### config.mk
export PLATFORM = sky130hd
export DESIGN_NAME = btn_conditioner
export DESIGN_NICKNAME = d
export VERILOG_FILES = /design/src/rtl/btn_conditioner.sv
export SDC_FILE = /design/constraint.sdc
export NUM_CORES = 1
export LEC_CHECK = 0
export ABC_AREA = 1
export BUFFER_PORTS_ARGS = -buffer_cell sky130_fd_sc_hd__buf_2
export CAP_MARGIN = 10
export CORE_MARGIN = 3
export CORE_UTILIZATION = 40
export CTS_BUF_LIST = sky130_fd_sc_hd__clkbuf_2 sky130_fd_sc_hd__clkbuf_4 sky130_fd_sc_hd__clkbuf_8
export CTS_CLUSTER_SIZE = 24
export DETAILED_ROUTE_END_ITERATION = 10
export SYNTH_ARGS = -nofsm -noshare
export SYNTH_HDL_FRONTEND = slang
export SYNTH_SLANG_ARGS = --single-unit
### constraint.sdc
create_clock -name CLK100MHZ -period 1.7 [get_ports CLK100MHZ]
set_input_delay 0.085 -clock CLK100MHZ [delete_from_list [all_inputs] [get_ports CLK100MHZ]]
set_output_delay 0.085 -clock CLK100MHZ [all_outputs]
set_load 0.05 [all_outputs]
### src/rtl/btn_conditioner.sv
// btn_conditioner: 2-flop synchronizer plus per-button debounce FSM producing level and press/release strobes.
// Optional macro BTN_AUTOREPEAT_EN adds hold-to-repeat press strobes while a button stays down.
module btn_conditioner #(
    parameter int NUM_BTN      = 5,
    parameter int DEBOUNCE_CYC = 1000000,
    parameter int REPEAT_DELAY = 50000000,
    parameter int REPEAT_RATE  = 10000000
) (
    input  logic               CLK100MHZ,
    input  logic               reset_n,
    input  logic               enable,
    input  logic [NUM_BTN-1:0] btn_raw,
    output logic [NUM_BTN-1:0] btn_level,
    output logic [NUM_BTN-1:0] btn_press,
    output logic [NUM_BTN-1:0] btn_release
);

    localparam int               CNT_W   = $clog2(DEBOUNCE_CYC + 1);
    localparam logic [CNT_W-1:0] CNT_MAX = CNT_W'(DEBOUNCE_CYC);
    localparam logic [CNT_W-1:0] CNT_ONE = CNT_W'(1);

`ifdef BTN_AUTOREPEAT_EN
    localparam int               RPT_MAX     = (REPEAT_DELAY > REPEAT_RATE) ? REPEAT_DELAY : REPEAT_RATE;
    localparam int               RPT_W       = $clog2(RPT_MAX + 1);
    localparam logic [RPT_W-1:0] RPT_DELAY_V = RPT_W'(REPEAT_DELAY);
    localparam logic [RPT_W-1:0] RPT_RATE_V  = RPT_W'(REPEAT_RATE);
`endif

    typedef enum logic [1:0] {
        S_LOW  = 2'd0,
        S_RISE = 2'd1,
        S_HIGH = 2'd2,
        S_FALL = 2'd3
    } state_t;

    logic [NUM_BTN-1:0] sync_q1;
    logic [NUM_BTN-1:0] sync_q2;

    always_ff @(posedge CLK100MHZ or negedge reset_n) begin
        if (!reset_n) begin
            sync_q1 <= '0;
            sync_q2 <= '0;
        end else begin
            sync_q1 <= btn_raw;
            sync_q2 <= sync_q1;
        end
    end

    for (genvar i = 0; i < NUM_BTN; i++) begin : g_btn
        state_t           state;
        logic [CNT_W-1:0] cnt;
        logic             level_q;
        logic             press_q;
        logic             release_q;
        logic             s;

        assign s = sync_q2[i];

`ifdef BTN_AUTOREPEAT_EN
        // rpt_first selects the long initial delay until the first repeat has fired
        logic [RPT_W-1:0] rpt_cnt;
        logic             rpt_first;
        logic [RPT_W-1:0] rpt_next;
        logic             rpt_fire;

        assign rpt_next = rpt_cnt + RPT_W'(1);
        assign rpt_fire = (rpt_next == (rpt_first ? RPT_DELAY_V : RPT_RATE_V));
`endif

        always_ff @(posedge CLK100MHZ or negedge reset_n) begin
            if (!reset_n) begin
                state     <= S_LOW;
                cnt       <= '0;
                level_q   <= 1'b0;
                press_q   <= 1'b0;
                release_q <= 1'b0;
`ifdef BTN_AUTOREPEAT_EN
                rpt_cnt   <= '0;
                rpt_first <= 1'b1;
`endif
            end else begin
                press_q   <= 1'b0;
                release_q <= 1'b0;
`ifdef BTN_AUTOREPEAT_EN
                rpt_cnt   <= '0;
                rpt_first <= 1'b1;
`endif
                if (!enable) begin
                    // pending transitions are abandoned so a full period is needed after re-enable
                    cnt <= '0;
                    if (state == S_RISE) begin
                        state <= S_LOW;
                    end else if (state == S_FALL) begin
                        state <= S_HIGH;
                    end
                end else begin
                    case (state)
                        S_LOW: begin
                            if (s) begin
                                state <= S_RISE;
                                cnt   <= CNT_ONE;
                            end else begin
                                cnt <= '0;
                            end
                        end
                        S_RISE: begin
                            if (!s) begin
                                state <= S_LOW;
                                cnt   <= '0;
                            end else if (cnt == CNT_MAX) begin
                                state   <= S_HIGH;
                                cnt     <= '0;
                                level_q <= 1'b1;
                                press_q <= 1'b1;
                            end else begin
                                cnt <= cnt + CNT_ONE;
                            end
                        end
                        S_HIGH: begin
                            if (!s) begin
                                state <= S_FALL;
                                cnt   <= CNT_ONE;
                            end else begin
                                cnt <= '0;
`ifdef BTN_AUTOREPEAT_EN
                                if (rpt_fire) begin
                                    press_q   <= 1'b1;
                                    rpt_cnt   <= '0;
                                    rpt_first <= 1'b0;
                                end else begin
                                    rpt_cnt   <= rpt_next;
                                    rpt_first <= rpt_first;
                                end
`endif
                            end
                        end
                        S_FALL: begin
                            if (s) begin
                                state <= S_HIGH;
                                cnt   <= '0;
                            end else if (cnt == CNT_MAX) begin
                                state     <= S_LOW;
                                cnt       <= '0;
                                level_q   <= 1'b0;
                                release_q <= 1'b1;
                            end else begin
                                cnt <= cnt + CNT_ONE;
                            end
                        end
                        default: begin
                            state <= S_LOW;
                            cnt   <= '0;
                        end
                    endcase
                end
            end
        end

        assign btn_level[i]   = level_q;
        assign btn_press[i]   = press_q;
        assign btn_release[i] = release_q;
    end

endmodule

==> qor.yml <==
antenna_left: 0
ff2ff_setup_slack_ps: 130
wl_per_cell_um: 11.9
area_growth_pct: 14.4
power_mw: 7.45
setup_tns_ps: 0
overflow: 0
finalCritPeriodShare: 0.922
cp_cell_sequence: "ha_2 -> nand3_2 -> nor2_4 -> nand2_2 -> nor3_4 -> nand4_1 -> nand2_1 -> nor2_1"
top_level_ports: 23
drv_cap: 0
grt_pass1_vias: 5542
dpl_cell_area_um2: 7690
synth_edf_count: 0
clkTransAtPathRegs_ps: 70
hold_violations: 0
die-area_um2: 19800
clock_path_buffers: 2
slowest_stage: "dfrtp_1"
first_pass_iters: 7
drive_above_1_share: 0.132
numPortBuffers: 22
skew_ps: 14.3
netlist_instances: 948
worst-path-buf-inv: 0
layout_commonest_cell: "nand2_1"
dp_slack_ps: 54.2
timing.slew.headroom: 0.718
synth.avg_cell_area_um2: 7.67
tritoncts: "built"
via_count: 5934
hold_start: "enable"
ys_seq_elements: 135
setup_viol: 0
drc_errors: 0
power.density_nw_per_um2: 896
rr_worst_depth: 8
final_max_slew_viol_count: 0
grt_pass1_wl_mm: 25.6
fin_ws_ps: 132
synth_warnings: 0
cts.sinks: 135
synth_area_leaders: "dfrtp_1, nand2_1, nor2_1, inv_1, nand3_1"
numCtsBuffers: 17
fin_nets: 1010
row_count: 48
die_h_um: 141
yosysSeqAreaShare: 0.465
multi_input_area_um2: 3360
routed_wl_mm: 14.7
track_usage: 0.156
fin_area_um2: 8320
fill_cells: 1761
rsz0062_at_grt: "true"
synth_area_um2: 7270
h-tree-depth: 4
routabilityCongestion: 0.837
ys_types: 34
die_x_um: 141
yosysTopAreaCell: "dfrtp_1"
hp-class: "primary input to flop"
arrival_ps: 1900
ys_async_sr_fraction: 1.00
final_cell_mix: "nand2_1, nor2_1, dfrtp_1, inv_1, nand3_1"
crit_type: "flop to flop"
crit_path_max_incr_delay_ps: 400
viasPerCell: 4.82
worst-path-stages: 8
root_buffer: "clkbuf_8"
worst_r2r_startpoint: "g_btn[1].cnt[0]"
whs_path_depth: 3
antenna_cells: 0
clkLatencyLatePin_ps: 450
vdd_drop_max_mv: 0.558
p_leak_nw: 3.65
antenna_found_initial: 0
holdPathEnd: "g_btn[1].press_q"
cp.required_ps: 2030
status: "complete, no violations"
cp_max_fo: 5
seq_area_um2: 3380
r2r-end: "g_btn[1].cnt[18]"
initial_utilization: 0.414
core_um2: 17500
final.min_clock_period_ps: 1570
path_delay_family: "simple AND/OR/NAND/NOR gates"
endpoint_kind: "flop"
synthFlopType: "dfrtp_1"
max_slew.worst_pin.slew_ps: 423
dp_hpwl_mm: 10.8
grt_max_degree: 42
synth_nets: 966
yosys.area.top_type_share: 0.465
fmax_mhz: 638
drt_iter0_drc: 390
cp-start-kind: "flop"
==> metal layers <==
metal / track usage / up-vias / part of all wire
li1: - / 3124 / -
met5: 0 / - / 0
met2: 0.236 / 84 / 0.45
met3: 0.0360 / 12 / 0.033
met1: 0.224 / 2714 / 0.51
met4: 0.0454 / 0 / 0.010
==> cells in the mapped netlist (10+ instances only) <==
| master | n |
|---|---|
| ha_1 | 10 |
| nand3_1 | 56 |
| a21oi_1 | 45 |
| nor2_1 | 184 |
| nand2_1 | 189 |
| o21ai_0 | 35 |
| inv_1 | 109 |
| xor2_1 | 21 |
| dfrtp_1 | 135 |
| nand4_1 | 31 |
| buf_4 | 16 |
| nor3_1 | 41 |
==> registers in the layout, summed over array words and instances (netlist names), named ones only <==
register,count
g_btn.cnt,100
g_btn.level_q,5
g_btn.press_q,5
g_btn.release_q,5
g_btn.state,5
sync_q1,5
sync_q2,5
==> per-stage QoR <==
stage,hold WS (ps),std cells,util
detailed placement,36.7,1190,0.438
global route,36.5,1230,0.474
floorplan,-211,948,-
CTS,20.1,1228,0.467
global placement,31.5,1190,0.438
finish,53.4,1230,0.474
==> worst max-delay path by stage <==
| stage | startpoint | end |
|---|---|---|
| 2_1_floorplan | g_btn[1].cnt[0] | g_btn[1].cnt[18] |
| 3_3_place_gp | g_btn[2].cnt[0] | flop |
| 3_5_place_dp | g_btn[2].cnt[0] | flop |
| 4_1_cts | g_btn[4].cnt[0] | g_btn[4].cnt[18] |
| 5_1_grt | g_btn[2].cnt[0] | flop |
| 6_report | g_btn[1].cnt[0] | g_btn[1].cnt[18] |
==> layout make-up <==
| cell class | instances | share of cell area |
|---|---|---|
| clock buffers | 23 | 0.0351 |
| clock inverters | 9 | 0.0178 |
| inverters | 116 | 0.0527 |
| multi-input cells | 668 | 0.404 |
| flip-flops and latches | 135 | 0.406 |
| well taps | 225 | 0.0339 |
| repair buffers | 54 | 0.0507 |
==> where the power goes <==
| part | switching, mW | total, mW | internal [mW] |
|---|---|---|---|
| Sequential | 0.171 | 3.52 | 3.35 |
| Combinational | 0.632 | 0.989 | 0.357 |
| Clock | 1.21 | 2.94 | 1.73 |
==> worst reg2reg max path, cell delays in order (launching register included) <==
cell and delay [ps]:
dfrtp_1 400, ha_2 210, nand3_2 110, nor2_4 160, nand2_2 100, nor3_4 250
nand4_1 110, nand2_1 70, nor2_1 40
==> logic make-up after synthesis <==
| logic type | synth area share |
|---|---|
| and+or+nand+nor | 0.329 |
| buffers and inverters | 0.0885 |
| DFF | 0.465 |
| AOI/OAI and AO/OA | 0.0652 |
| xor gates and xnor gates | 0.0349 |
| adders and majority gates | 0.0172 |
==> repair_timing <==
item,4_1_cts,5_1_grt
resized for setup,0,31
hold endpoints to repair,114,0
hold buffers,6,0
setup buffers,0,2
setup endpoints to repair,0,29
Power figures use the tool's default switching activity.
